===== src/rtl/vga_grid_avl_interface.sv =====
// Avalon-MM tile-grid renderer for 640x480 VGA: cell RAM, palette and control register.
// Latency: RGB/hs/vs lag the pixel counters by 2 pixel enables; the Avalon side never stalls.
module vga_grid_avl_interface #(
  parameter int COLS    = 10,
  parameter int ROWS    = 20,
  parameter int CELL_PX = 16,
  parameter int CODE_W  = 3,
  parameter int COLOR_W = 4,
  parameter int X0      = 240,
  parameter int Y0      = 80,
  parameter int CLK_DIV = 2,
  localparam int A      = $clog2(COLS*ROWS + 2**CODE_W + 1)
) (
  input  logic               CLK,
  input  logic               RESET,
  input  logic               AVL_CS,
  input  logic               AVL_READ,
  input  logic               AVL_WRITE,
  input  logic [3:0]         AVL_BYTE_EN,
  input  logic [A-1:0]       AVL_ADDR,
  input  logic [31:0]        AVL_WRITEDATA,
  output logic [31:0]        AVL_READDATA,
  output logic [COLOR_W-1:0] red,
  output logic [COLOR_W-1:0] green,
  output logic [COLOR_W-1:0] blue,
  output logic               hs,
  output logic               vs
);

  localparam int N      = COLS*ROWS;
  localparam int PAL    = 2**CODE_W;
  localparam int CTRL   = N + PAL;
  localparam int RGB_W  = 3*COLOR_W;
  localparam int CIDX_W = (N > 1) ? $clog2(N) : 1;
  localparam int DIV_W  = (CLK_DIV > 1) ? $clog2(CLK_DIV) : 1;
  localparam int SH     = $clog2(CELL_PX);
  localparam logic [11:0] GX0 = 12'(X0);
  localparam logic [11:0] GX1 = 12'(X0 + COLS*CELL_PX);
  localparam logic [11:0] GY0 = 12'(Y0);
  localparam logic [11:0] GY1 = 12'(Y0 + ROWS*CELL_PX);

  logic [CODE_W-1:0] cell_mem [N];
  logic [RGB_W-1:0]  pal [PAL];
  logic              en;
  logic [CODE_W-1:0] border;

  // ---------------- Avalon slave ----------------
  logic [31:0]       a32;
  logic              is_cell, is_pal, is_ctrl, wr, rd;
  logic [CIDX_W-1:0] cell_a;
  logic [CODE_W-1:0] pal_a;
  logic [31:0]       old_word, new_word;

  assign a32 = 32'(AVL_ADDR);
  assign wr  = AVL_CS & AVL_WRITE;
  assign rd  = AVL_CS & AVL_READ & ~AVL_WRITE;

  // old_word doubles as read data and as the base for byte-lane merging
  always_comb begin
    is_cell  = (a32 < N);
    is_pal   = (a32 >= N) && (a32 < CTRL);
    is_ctrl  = (a32 == CTRL);
    cell_a   = is_cell ? CIDX_W'(a32) : '0;
    pal_a    = CODE_W'(a32 - N);
    old_word = '0;
    if (is_cell)      old_word = 32'(cell_mem[cell_a]);
    else if (is_pal)  old_word = 32'(pal[pal_a]);
    else if (is_ctrl) old_word = 32'({border, en});
    new_word = old_word;
    for (int k = 0; k < 4; k++)
      if (AVL_BYTE_EN[k]) new_word[8*k +: 8] = AVL_WRITEDATA[8*k +: 8];
  end

  // Cell RAM keeps its contents across RESET
  always_ff @(posedge CLK) begin
    if (wr && is_cell) cell_mem[cell_a] <= new_word[CODE_W-1:0];
  end

  always_ff @(posedge CLK or posedge RESET) begin
    if (RESET) begin
      for (int i = 0; i < PAL; i++)
        pal[i] <= (i == 0) ? {RGB_W{1'b0}} : {RGB_W{1'b1}};
      en           <= 1'b0;
      border       <= '0;
      AVL_READDATA <= '0;
    end else begin
      if (wr && is_pal) pal[pal_a] <= new_word[RGB_W-1:0];
      if (wr && is_ctrl) begin
        en     <= new_word[0];
        border <= new_word[CODE_W:1];
      end
      if (rd) AVL_READDATA <= old_word;
    end
  end

  // ---------------- Display side ----------------
  logic [DIV_W-1:0]  div;
  logic              pe;
  logic [9:0]        hc, vc;
  logic [11:0]       hx, vy, rx, ry;
  logic              in_grid, in_frame, visible, hs_raw, vs_raw;
  logic [CIDX_W-1:0] cell_d;
  logic [CODE_W-1:0] s1_idx;
  logic              s1_draw, s1_hs, s1_vs;
  logic [RGB_W-1:0]  rgb;

  assign pe = (div == DIV_W'(CLK_DIV - 1));

  // Frame is the grid grown by one pixel on every side
  always_comb begin
    hx       = {2'b00, hc};
    vy       = {2'b00, vc};
    rx       = hx - GX0;
    ry       = vy - GY0;
    in_grid  = (hx >= GX0) && (hx < GX1) && (vy >= GY0) && (vy < GY1);
    in_frame = (hx + 12'd1 >= GX0) && (hx <= GX1) && (vy + 12'd1 >= GY0) && (vy <= GY1);
    cell_d   = in_grid ? CIDX_W'((ry >> SH) * COLS + (rx >> SH)) : '0;
    visible  = (hc < 10'd640) && (vc < 10'd480);
    hs_raw   = !((hc >= 10'd656) && (hc <= 10'd751));
    vs_raw   = !((vc >= 10'd490) && (vc <= 10'd491));
  end

  always_ff @(posedge CLK or posedge RESET) begin
    if (RESET) begin
      div     <= '0;
      hc      <= '0;
      vc      <= '0;
      s1_idx  <= '0;
      s1_draw <= 1'b0;
      s1_hs   <= 1'b1;
      s1_vs   <= 1'b1;
      rgb     <= '0;
      hs      <= 1'b1;
      vs      <= 1'b1;
    end else begin
      div <= pe ? '0 : div + DIV_W'(1);
      if (pe) begin
        if (hc == 10'd799) begin
          hc <= '0;
          vc <= (vc == 10'd524) ? 10'd0 : vc + 10'd1;
        end else begin
          hc <= hc + 10'd1;
        end
        s1_idx  <= in_grid ? cell_mem[cell_d] : border;
        s1_draw <= visible && in_frame;
        s1_hs   <= hs_raw;
        s1_vs   <= vs_raw;
        rgb     <= (s1_draw && en) ? pal[s1_idx] : '0;
        hs      <= s1_hs;
        vs      <= s1_vs;
      end
    end
  end

  assign red   = rgb[3*COLOR_W-1 -: COLOR_W];
  assign green = rgb[2*COLOR_W-1 -: COLOR_W];
  assign blue  = rgb[COLOR_W-1:0];

endmodule


===== config.mk =====
export PLATFORM = sky130hd
export DESIGN_NAME = vga_grid_avl_interface
export DESIGN_NICKNAME = d
export VERILOG_FILES = /design/src/rtl/vga_grid_avl_interface.sv
export SDC_FILE = /design/constraint.sdc
export NUM_CORES = 2
export LEC_CHECK = 0
export ABC_AREA = 1
export ABC_CLOCK_PERIOD_IN_PS = 6300
export CAP_MARGIN = 20
export CORE_ASPECT_RATIO = 1.4
export CORE_MARGIN = 5
export CORE_UTILIZATION = 60
export CTS_BUF_LIST = sky130_fd_sc_hd__clkbuf_8 sky130_fd_sc_hd__clkbuf_16
export CTS_CLUSTER_SIZE = 10
export DETAILED_ROUTE_END_ITERATION = 8
export PLACE_DENSITY = 0.76
export SYNTH_ARGS = -nofsm -noshare
export SYNTH_HDL_FRONTEND = slang
export SYNTH_SLANG_ARGS = --single-unit

===== constraint.sdc =====
create_clock -name CLK -period 6.3 [get_ports CLK]
set_clock_uncertainty 0.1 [all_clocks]
set_input_delay 0.63 -clock CLK [delete_from_list [all_inputs] [get_ports CLK]]
set_output_delay 0.63 -clock CLK [all_outputs]
set_load 0.03 [all_outputs]

# After elaboration in Yosys (flattened, before gate mapping)
# Memory sizes are Yosys's and may differ from the RTL's.
# Index checks and enable logic that the tools add are counted.
# totals
regBits	173
ram_bits	600
in_bits	49
output_inout_bits	46
word_cells	103
n_memories	1
# mem_list
name	words	word_bits	read_ports	rd_ports_with_merged_regs	write_ports	line	rtl
cell_mem	200	3	2	0	1	42	logic [CODE_W-1:0] cell_mem [N];
# classes
addsub	9
multipliers	1
magnitude_cmp	20
n_eq_ne	3
muxes	23
bitwise_logic	6
reduce_logical	19
# ops
operator	n
$bwmux W96	1
$bmux W12 S3	2
$mux W12	6
$mux W32	2
$demux W12 S3	1
$le A10 B9 Y1 const B	3
$lt A10 B9 Y1 const B	3
$mux W8	3
$add A10 B1 Y11 const B	2
$add A10 B1 Y10 const B	2
$eq A10 B10 Y1 const B	2
$mux W10	2
$logic_and A1 B1 Y1	16
$lt A8 B8 Y1 const B	2
$ge A11 B7 Y1 const B	1
$ge A11 B8 Y1 const B	1
$sub A10 B7 Y11 const B	1
$sub A10 B8 Y11 const B	1
$ge A10 B10 Y1 const B	1
$ge A10 B7 Y1 const B	1
$ge A10 B8 Y1 const B	1
$ge A10 B9 Y1 const B	1
$le A10 B10 Y1 const B	1
$lt A10 B10 Y1 const B	1
16 further kinds	24

# Longest topological paths before layout
# depth
ltp_word	9
ltp_mapped	23
mapped_depth_nobuf	23

# Worst setup path after synthesis
# Ideal clock, no wire load.
# synth_timing
path_type	input port to flip-flop
start	input port AVL_ADDR[7]
end	memory cell_mem[0][2] (data pin)
setup_time_ns	0.721
t_arrival_ns	4.929
required_time_ns	5.479
path_slack_ns	0.550
stages	17
n_path_buf	1
cell_sequence	nand2_2 inv_4 nand2_2 nand2_4 nor2_8 nand2_2 inv_2 clkbuf_1 a22oi_1 a21oi_1 nor2_1 nand2_1 nand3_1 nand3_1 nand3_1 nand4_2 and2_1
# synth_between
elab_chain_len	5
elab_cells_between_ends	11
classes_between	3 x order compare; 1 x eq/ne; 5 x mux; 1 x reduce/logical; 1 x memory
# synth_rtl
item	line	rtl
start: declaration	20	input logic [A-1:0] AVL_ADDR,
$lt A8 B8 Y1 (tied with other cells)	60	is_cell = (a32 < N);
$mux W8 (tied with other cells)	63	cell_a = is_cell ? CIDX_W'(a32) : '0;
$mem_v2 Z200 W3 / $mux W32 (equally long branches)	--	
$mux W32 (*)	66	if (is_cell) old_word = 32'(cell_mem[cell_a]);
$mux W8 (*)	71	if (AVL_BYTE_EN[k]) new_word[8*k +: 8] = AVL_WRITEDATA[8*k +: 8];
net new_word[2]	52	logic [31:0] old_word, new_word;
end: declaration	42	
# Mark *: on every way through the listed nets, which the timed path passes. The rest lies on a longest branch.

# Worst setup path in the final report
# layout_timing
start	input port AVL_ADDR[5]
end	memory cell_mem[102][0] (data pin)
# Same word-level chain as after synthesis.

==> out/results.ini <==
[yosys]
yosysWarnings=0
synth_cell_types=63
synth_area_um2=40600
synth-edff-count=600
ys_seq_elements=753
ys.flop_type=edfxtp_1
yosysSeqAreaShare=0.541
synth_top_area_cell=edfxtp_1
ys_top_cells_by_area=edfxtp_1 44%, nand2_1 8.1%, nand3_1 7.8%
synth_top_cell_area_share=0.444
syn_avg_cell_area_um2=8.66
synthArstFlopShare=0.203
synth_cells=4687

[critical_path]
worstReg2RegStart=hc[4]
worst_setup_path_start_kind=primary input
cp.required_ns=6.59
r2r_end=s1_idx[1]
cp.arrival_ns=5.78
worst_setup_path_end_kind=flip-flop
rrSetupSlack_ns=1.12
worst-r2r-cell-count=18
path_class=in2reg
cp_max_fo=81

[cts]
worst_skew_pair.late_latency_ns=0.66
root_buffer=clkbuf_16
cts.clk_slew.worst_paths_ns=0.05
htreeDepth=3
ctsResizeCount=0
cts.sink_count=753
cts_buffers=85
tritoncts=done
cts-hold-fix-buffers=0
clock_path_buffers=3
postCtsSetupBuffers=0

[sta]
setup_slack_ns=0.807
hold_viol_final=0
drv_slew=0
setup_viol=0
worstMarginPinSlew_ns=1.30
fin_setup_tns_ns=0
rsz0062_at_grt=false
max_slew_margin=0.129
fin_crit_ns=5.49
clock.fmax_mhz=182
finalCritPeriodShare=0.872

[power_and_ir_drop]
total_power_mw=10.9
powerDensity_nw_per_um2=247
ir_drop_v=0.000223
p_leak_nw=17.8

[global_routing]
grt_usage=0.368
grt_max_degree=160
grt_pass1_vias=35000
antenna_found_initial=2
grt_pass1_wl_mm=206
overflow=0

[outcome]
outcome=completed

[die]
die_y_um=318
die_w_um=230
dieArea_um2=73100
row_count=113
core_um2=67400
initial_core_util=0.602
ios=95

[detailed_routing]
drt_wl_total_mm=138
wl_per_cell_um=25.0
drc=0
final_antenna_net_count=0
drt_iter0_markers=5488
dr.pass1.iters=7
viasPerCell=6.54
detailroute.via_count=36100

[place]
dpl_worst_slack_ns=0.498
dp_hpwl_mm=84.1
io_buffers=52
place.gp.congestion=0.988

[finish]
drive_above_1_share=0.0722
syn_to_final_growth_pct=8.72
mostFrequentLayoutCell=nand2_1
final_cell_mix=871 x nand2_1, 666 x inv_1, 632 x nand3_1
diodes=0
layout.nets=4690

[worst_hold_path]
hold_path.class=in2async

[flow_run]
cap_violations=0

[report_power, final]
group | total, mW | switching [mW] | internal, mW
Combinational | 0.920 | 0.709 | 0.210
Clock | 4.43 | 1.94 | 2.49
Sequential | 5.54 | 0.0199 | 5.52
Total | 10.9 | 2.67 | 8.22
[through the flow]
step / std cells / utilization / area, µm² / hold WS (ns)
2_1_floorplan: 4706 / - / 40700 / 0.348
3_3_place_gp: 5388 / 0.619 / 41800 / 0.354
3_5_place_dp: 5388 / 0.619 / 41800 / 0.358
4_1_cts: 5518 / 0.655 / 44200 / 0.272
5_1_grt: 5518 / 0.655 / 44200 / 0.313
6_report: 5518 / 0.655 / 44200 / 0.279
[flip-flops by register name, indices dropped and copies added (netlist names)]
name and flops:
rgb 12, vs 1, AVL_READDATA 12, s1_vs 1
hs 1, s1_hs 1, div 1, border 3
vc 10, en 1, hc 10, s1_idx 3
s1_draw 1, pal 96, cell_mem 600
[per-layer routing]
layer  wire, µm  GRT usage  up-vias
met3      18700     0.0920      821
met2      63900      0.592     2900
met4      12500      0.270        0
li1           -          -    15800
met1      42900      0.427    16600
met5          0          0        -
[area by class of cell]
class	instances	area [µm²]
multi-input cells	2977	14800
flip-flops and latches	753	22000
clock buffers	89	2220
repair buffers	142	1450
fillers	5310	23300
inverters	654	2470
clock inverters	41	181
well taps	862	1080
[kinds of logic after synthesis]
family | share of synthesized area
AO/OA/AOI/OAI | 0.108
XOR/XNOR | 0.00453
adder cells (fa/ha/maj) | 0.00900
buffers and inverters | 0.0981
flip-flops | 0.541
multiplexers | 0.00518
other | 0.0000923
AND/OR/NAND/NOR | 0.235
[Yosys cell counts, types with 5 or more instances]
cell / n
nor2_4: 5
clkbuf_1: 142
a21oi_1: 149
a22oi_1: 45
or2_0: 7
nand2_1: 871
a31oi_1: 7
edfxtp_1: 600
xor2_1: 19
clkinv_1: 11
dfrtp_1: 65
mux2i_1: 21
nor2_1: 405
nand2_2: 5
buf_4: 40
o221ai_1: 7
inv_2: 12
inv_1: 630
or2_1: 7
o211ai_1: 59
buf_1: 22
o21ai_0: 256
ha_1: 26
o22ai_1: 138
buf_2: 115
nand3_1: 632
o21ai_1: 33
dfstp_2: 88
or4_1: 7
a32o_1: 9
or2_2: 15
nand4_1: 148
nor3_1: 18
o2111ai_1: 13
[worst max-delay path by stage]
stage	startpoint	end	slack [ns]
after floorplan	AVL_ADDR[7]	cell_mem[0][2]	0.55
after global placement	AVL_ADDR[4]	cell_mem[107][0]	0.58
after detailed placement	AVL_ADDR[5]	cell_mem[107][0]	0.50
after CTS	AVL_ADDR[5]	cell_mem[165][0]	1.13
after global routing	AVL_ADDR[5]	cell_mem[164][0]	0.75
final	AVL_ADDR[5]	cell_mem[102][0]	0.81
[worst max-delay path, cell delays in order]
cell and delay [ns]:
clkdlybuf4s50_1 0.55, inv_1 0.15, nand2_1 0.17, nand2_2 0.14, nand2_4 0.17, nor2_8 0.33, nand2_4 0.10, inv_2 0.61
nand2_1 0.64, o21ai_0 0.33, nor2_1 0.08, nand2_1 0.06, nor2_1 0.04, nor2_1 0.16, nor2_1 0.06, nand3_1 0.08
nand3_1 0.23, nand4_4 0.23, and2_4 0.53, buf_12 0.37
(Power assumes the default switching activity.)
